`config.mk`:
```
export PLATFORM = sky130hd
export DESIGN_NAME = maze_game_fsm
export DESIGN_NICKNAME = d
export VERILOG_FILES = /design/src/rtl/maze_game_fsm.sv
export SDC_FILE = /design/constraint.sdc
export NUM_CORES = 1
export LEC_CHECK = 0
export BUFFER_PORTS_ARGS = -buffer_cell sky130_fd_sc_hd__clkbuf_2
export CORE_AREA = 3 3 101 103
export DETAILED_ROUTE_END_ITERATION = 7
export DIE_AREA = 0 0 104 106
export GPL_ROUTABILITY_DRIVEN = 1
export GPL_TIMING_DRIVEN = 1
export MAX_ROUTING_LAYER = met4
export PLACE_DENSITY = 0.84
export SETUP_SLACK_MARGIN = 0.1
export SYNTH_ARGS = -nofsm -noshare
export SYNTH_HDL_FRONTEND = slang
export SYNTH_SLANG_ARGS = --single-unit
```
`constraint.sdc`:
```
create_clock -name clk -period 4 [get_ports clk]
set_clock_uncertainty 0.2 [all_clocks]
set_input_delay 0.4 -clock clk [delete_from_list [all_inputs] [get_ports clk]]
set_output_delay 0.4 -clock clk [all_outputs]
set_load 0.05 [all_outputs]
```
`src/rtl/maze_game_fsm.sv`:
```
// Memory-maze game controller: menu navigation, timed map preview, and
// wall-checked player movement against an external 1-cycle-latency map ROM.
module maze_game_fsm #(
    parameter int MAP_W     = 30,
    parameter int MAP_H     = 21,
    parameter int START_X   = 0,
    parameter int START_Y   = 20,
    parameter int GOAL_X    = 29,
    parameter int GOAL_Y    = 0,
    parameter int SHOW_EASY = 1000000,
    parameter int SHOW_MED  = 500000,
    parameter int SHOW_HARD = 250000
) (
    input  logic             clk,
    input  logic             reset,
    input  logic [3:0]       btn,
    input  logic             select,
    input  logic [MAP_W-1:0] rom_data,
    output logic [4:0]       rom_addr,
    output logic [3:0]       game_state,
    output logic [2:0]       menu_sel,
    output logic [2:0]       difficulty,
    output logic             map_visible,
    output logic [7:0]       player_x,
    output logic [7:0]       player_y,
    output logic             busy
);

    localparam logic [2:0] S_MENU      = 3'd0;
    localparam logic [2:0] S_SHOW_MAP  = 3'd1;
    localparam logic [2:0] S_PLAYING   = 3'd2;
    localparam logic [2:0] S_CHK_ISSUE = 3'd3;
    localparam logic [2:0] S_CHK_WAIT  = 3'd4;
    localparam logic [2:0] S_LOST      = 3'd5;
    localparam logic [2:0] S_WON       = 3'd6;

    localparam logic [7:0] MAX_X   = 8'(MAP_W - 1);
    localparam logic [7:0] MAX_Y   = 8'(MAP_H - 1);
    localparam logic [7:0] SPAWN_X = 8'(START_X);
    localparam logic [7:0] SPAWN_Y = 8'(START_Y);

    logic [2:0]       state_q, state_d;
    logic [2:0]       menu_sel_q, menu_sel_d;
    logic [2:0]       difficulty_q, difficulty_d;
    logic [31:0]      countdown_q, countdown_d;
    logic [7:0]       player_x_q, player_x_d;
    logic [7:0]       player_y_q, player_y_d;
    logic [7:0]       cand_x_q, cand_x_d;
    logic [7:0]       cand_y_q, cand_y_d;
    logic [7:0]       mv_x, mv_y;
    logic             mv_ok;
    logic [31:0]      show_load;
    logic [MAP_W-1:0] rom_shift;
    logic             wall_bit;

    // Only the highest-priority pressed direction is considered; if it leaves the maze the pulse is discarded.
    always_comb begin
        mv_x  = player_x_q;
        mv_y  = player_y_q;
        mv_ok = 1'b0;
        if (btn[3]) begin
            if (player_y_q != 8'd0) begin
                mv_y  = player_y_q - 8'd1;
                mv_ok = 1'b1;
            end
        end else if (btn[2]) begin
            if (player_y_q < MAX_Y) begin
                mv_y  = player_y_q + 8'd1;
                mv_ok = 1'b1;
            end
        end else if (btn[1]) begin
            if (player_x_q != 8'd0) begin
                mv_x  = player_x_q - 8'd1;
                mv_ok = 1'b1;
            end
        end else if (btn[0]) begin
            if (player_x_q < MAX_X) begin
                mv_x  = player_x_q + 8'd1;
                mv_ok = 1'b1;
            end
        end
    end

    always_comb begin
        case (difficulty_q)
            3'b100:  show_load = 32'(SHOW_HARD - 1);
            3'b010:  show_load = 32'(SHOW_MED - 1);
            default: show_load = 32'(SHOW_EASY - 1);
        endcase
    end

    assign rom_shift = rom_data >> cand_x_q;
    assign wall_bit  = rom_shift[0];

    always_comb begin
        state_d      = state_q;
        menu_sel_d   = menu_sel_q;
        difficulty_d = difficulty_q;
        countdown_d  = countdown_q;
        player_x_d   = player_x_q;
        player_y_d   = player_y_q;
        cand_x_d     = cand_x_q;
        cand_y_d     = cand_y_q;
        case (state_q)
            S_MENU: begin
                if (btn[3]) begin
                    menu_sel_d = {menu_sel_q[0], menu_sel_q[2:1]};
                end else if (btn[2]) begin
                    menu_sel_d = {menu_sel_q[1:0], menu_sel_q[2]};
                end else if (select) begin
                    if (menu_sel_q[1]) begin
                        difficulty_d = {difficulty_q[1:0], difficulty_q[2]};
                    end else if (menu_sel_q[0]) begin
                        player_x_d  = SPAWN_X;
                        player_y_d  = SPAWN_Y;
                        countdown_d = show_load;
                        state_d     = S_SHOW_MAP;
                    end
                end
            end
            S_SHOW_MAP: begin
                if (countdown_q == 32'd0) begin
                    state_d = S_PLAYING;
                end else begin
                    countdown_d = countdown_q - 32'd1;
                end
            end
            S_PLAYING: begin
                if (mv_ok) begin
                    cand_x_d = mv_x;
                    cand_y_d = mv_y;
                    state_d  = S_CHK_ISSUE;
                end
            end
            S_CHK_ISSUE: state_d = S_CHK_WAIT;
            S_CHK_WAIT: begin
                if (wall_bit) begin
                    state_d = S_LOST;
                end else begin
                    player_x_d = cand_x_q;
                    player_y_d = cand_y_q;
                    if (cand_x_q == 8'(GOAL_X) && cand_y_q == 8'(GOAL_Y)) begin
                        state_d = S_WON;
                    end else begin
                        state_d = S_PLAYING;
                    end
                end
            end
            S_LOST, S_WON: begin
                if (select) begin
                    player_x_d = SPAWN_X;
                    player_y_d = SPAWN_Y;
                    menu_sel_d = 3'b001;
                    state_d    = S_MENU;
                end
            end
            default: state_d = S_MENU;
        endcase
    end

    always_ff @(posedge clk or posedge reset) begin
        if (reset) begin
            state_q      <= S_MENU;
            menu_sel_q   <= 3'b001;
            difficulty_q <= 3'b001;
            countdown_q  <= 32'd0;
            player_x_q   <= SPAWN_X;
            player_y_q   <= SPAWN_Y;
            cand_x_q     <= SPAWN_X;
            cand_y_q     <= SPAWN_Y;
        end else begin
            state_q      <= state_d;
            menu_sel_q   <= menu_sel_d;
            difficulty_q <= difficulty_d;
            countdown_q  <= countdown_d;
            player_x_q   <= player_x_d;
            player_y_q   <= player_y_d;
            cand_x_q     <= cand_x_d;
            cand_y_q     <= cand_y_d;
        end
    end

    always_comb begin
        case (state_q)
            S_MENU:  game_state = 4'b0001;
            S_LOST:  game_state = 4'b0100;
            S_WON:   game_state = 4'b1000;
            default: game_state = 4'b0010;
        endcase
    end

    assign busy        = (state_q == S_CHK_ISSUE) || (state_q == S_CHK_WAIT);
    assign rom_addr    = busy ? cand_y_q[4:0] : player_y_q[4:0];
    assign map_visible = (state_q == S_SHOW_MAP);
    assign menu_sel    = menu_sel_q;
    assign difficulty  = difficulty_q;
    assign player_x    = player_x_q;
    assign player_y    = player_y_q;

endmodule
```
==> run summary <==
post-cts sizing count - 0
Sink Count - 73
first-pass GRT wire length - 21700 µm
Synth Area in Compound Gates - 21.1%
flop-to-flop setup slack - 0.58 ns
post-layout min period - 3.42 ns
Met3 Wirelength - 944 µm
CTS tree - yes
Rows - 35
drt wl/cell - 17.1 µm
worst-path cell chain - or4_4, or4_1, nand4bb_1, a21oi_4, o21ai_0, o41ai_1
largest net degree at the start of global routing - 74
met2 wire len - 6110 µm
Worst Path Arrival - 3.44 ns
Initial DRC Count - 551
Worst EP required - 4.03 ns
M1 wire length - 5570 µm
die footprint - 11000 µm²
Syn Area/Cell - 8.53 µm²
Fin Setup TNS - 0 ns
# IOs - 70
CTS root buf - clkbuf_8
highest routed layer - met4
crit path capture - countdown_q[10]
reg-to-reg endpoint - countdown_q[10]
# DRC - 0
mux contribution to synthesized area - 6.86%
Static Leak - 0.00231 µW
Async SR Flop Fraction - 100%
ant diodes - 0
Cell Pwr Density - 756 nW/µm²
final core occ - 58.6%
H-tree depth - 3
top cell type's share of synthesized area - 35.0%
largest fanout on the critical path - 24
library cells used by synthesis - 74
Least-Margin Pin Slew - 1.28 ns
clk_lat worst skew - 0.35 ns
Peak Freq - 293 MHz
Buf/Inv on CP - 0
# setup viols final - 0
CP Launch Type - flop
GPL Wtd Cong - 0.953
Max Cap Violations - 0
initial antenna violation count - 0
Core Box Area - 9280 µm²
hold crit path type - in -> async
fillcell total - 841
number of I/O port buffers - 69
post-synthesis xor/xnor area fraction - 2.01%
Syn. warnings - 0
status - complete, no violations
register area - 1830 µm²
synthesized area - 4790 µm²
post-DP HPWL - 9380 µm
CP endpoint kind - flop
Nets - 666
Pwr Total - 4110 µW
Synth area leader - dfrtp_1
clock buffer depth - 2
Critical-path top delay cell - a21oi_4
fin. max-slew vios - 0
delay-heaviest family, CP - simple AND/OR/NAND/NOR gates
starting density of the core - 51.6%
post-synth net total - 607
layout cells sized above 1 - 20.0%
vias - 4708
cts hold-fix bufs - 0
simple-gate share of the synthesized area - 24.3%
die width - 104 µm
maximum vdd ir drop - 0.530 mV
Slew Limit Headroom - 14.0%
Worst path depth - 6
DRT Pass-1 Iters - 5
Most used DFF post-synth - dfrtp_1
Layout Area Growth over Synthesis - 13.4%
FF-to-FF Start - countdown_q[8]
Adder-Cell Fraction of Synth Area - 2.09%
DR vias/cell - 6.24
clk slew on worst S/H paths - 0.08 ns
largest family of logic cells by synthesized area - simple AND/OR/NAND/NOR gates
CP max stage delay - 0.63 ns
Final ANT Viol Nets - 0
CP startpoint - countdown_q[8]
#FFs+latches synth - 73
Commonest cells post-synth - dfrtp_1, nand2_1, o21ai_0
count leader, synth - dfrtp_1
CTS buffer count - 9
Seq/Total Area, Yosys - 38.3%
Fin. Hold Viols - 0
die span in y - 106 µm
# Post-CTS Setup Buffers - 0
crit path kind - reg -> reg
EDFF count, synth - 0
Overall Global Routing Usage - 24.4%
vias in the first global route - 4498
grt total ovfl - 0
RSZ-0062 raised after global routing - no
Post-Route WL - 12900 µm
period utilization - 85.4%
multi-input combinational cell area - 2700 µm²
synthesized instance count - 562
R2R depth - 6
ranking of synthesized cells by area - dfrtp_1, o21ai_0, nand2_1, mux2i_1, dfstp_2
==> layout by cell type (no fill, tap or decap), types with 4 or more instances in the layout <==
master    count
a211oi_1      5
a21oi_1      31
a22o_1        4
a31oi_1       6
and3_1        4
buf_4        11
clkbuf_2     69
clkbuf_8      9
dfrtp_1      67
dfstp_2       6
ha_1          8
inv_1        30
mux2_2        9
mux2i_1      16
nand2_1      65
nand3_1      17
nand4_1       5
nand4b_1      5
nor2_1       38
nor2b_1       9
nor3_1       24
nor4_1       13
nor4b_1       6
o21ai_0      58
o22ai_1       4
o31ai_1       8
o41ai_1       4
or3_1         7
or4_1         8
xnor2_1       7
xor2_1        4
==> cell families (layout without fill, tap and decap cells) <==
family	count (synthesis)	in the layout
XOR/XNOR	11	11
buffers and inverters	63	127
multiplexers	28	28
flip-flops	73	73
AND/OR/NAND/NOR	222	222
adder cells (fa/ha/maj)	8	8
AO/OA/AOI/OAI	157	157
==> registers in the layout, summed over array words and instances (netlist names) <==
name         count
cand_y_q         8
cand_x_q         8
countdown_q     32
state_q          3
player_y         8
player_x         8
difficulty       3
menu_sel         3
==> layer usage <==
layer	global-route usage, %	vias up
met4	9.12	0
met3	3.16	27
met2	37.6	236
met5	-	-
li1	-	2197
met1	33.1	2248
==> tightest hold or removal path: stages <==
cell and delay (ns):
clkbuf_2 0.09, inv_2 0.03, buf_4 0.68
==> where the power goes <==
| group | switching, µW | internal, µW |
|---|---|---|
| Sequential | 351 | 989 |
| Combinational | 1450 | 727 |
| Clock | 299 | 291 |
| Total | 2100 | 2010 |
==> through the flow <==
step | instance area [µm²] | setup slack (ns) | hold slack [ns] | cells
2_1_floorplan | 4790 | 0.753 | 0.262 | 562
3_3_place_gp | 5240 | 0.735 | 0.278 | 739
3_5_place_dp | 5240 | 0.614 | 0.297 | 739
4_1_cts | 5440 | 0.621 | 0.155 | 755
5_1_grt | 5440 | 0.377 | 0.186 | 755
6_report | 5440 | 0.583 | 0.112 | 755
==> worst min-delay path by stage <==
stage | start | to | slack, ns | depth (start not counted)
after global routing | reset | cand_x_q[2] | 0.19 | 3
final | reset | cand_x_q[2] | 0.11 | 3
after floorplan | countdown_q[21] | countdown_q[21] | 0.26 | 1
after detailed placement | countdown_q[21] | countdown_q[21] | 0.30 | 1
after CTS | reset | countdown_q[1] | 0.15 | 3
after global placement | menu_sel[0] | menu_sel[0] | 0.28 | 2
==> cell type report <==
| class | count | share of cell area [%] |
|---|---|---|
| clock buffers | 10 | 2.35 |
| repair buffers | 80 | 7.87 |
| multi-input cells | 426 | 49.7 |
| clock inverters | 6 | 1.27 |
| inverters | 31 | 2.14 |
| flip-flops and latches | 73 | 33.7 |
| well taps | 129 | 2.97 |
Power figures use the tool's default switching activity.
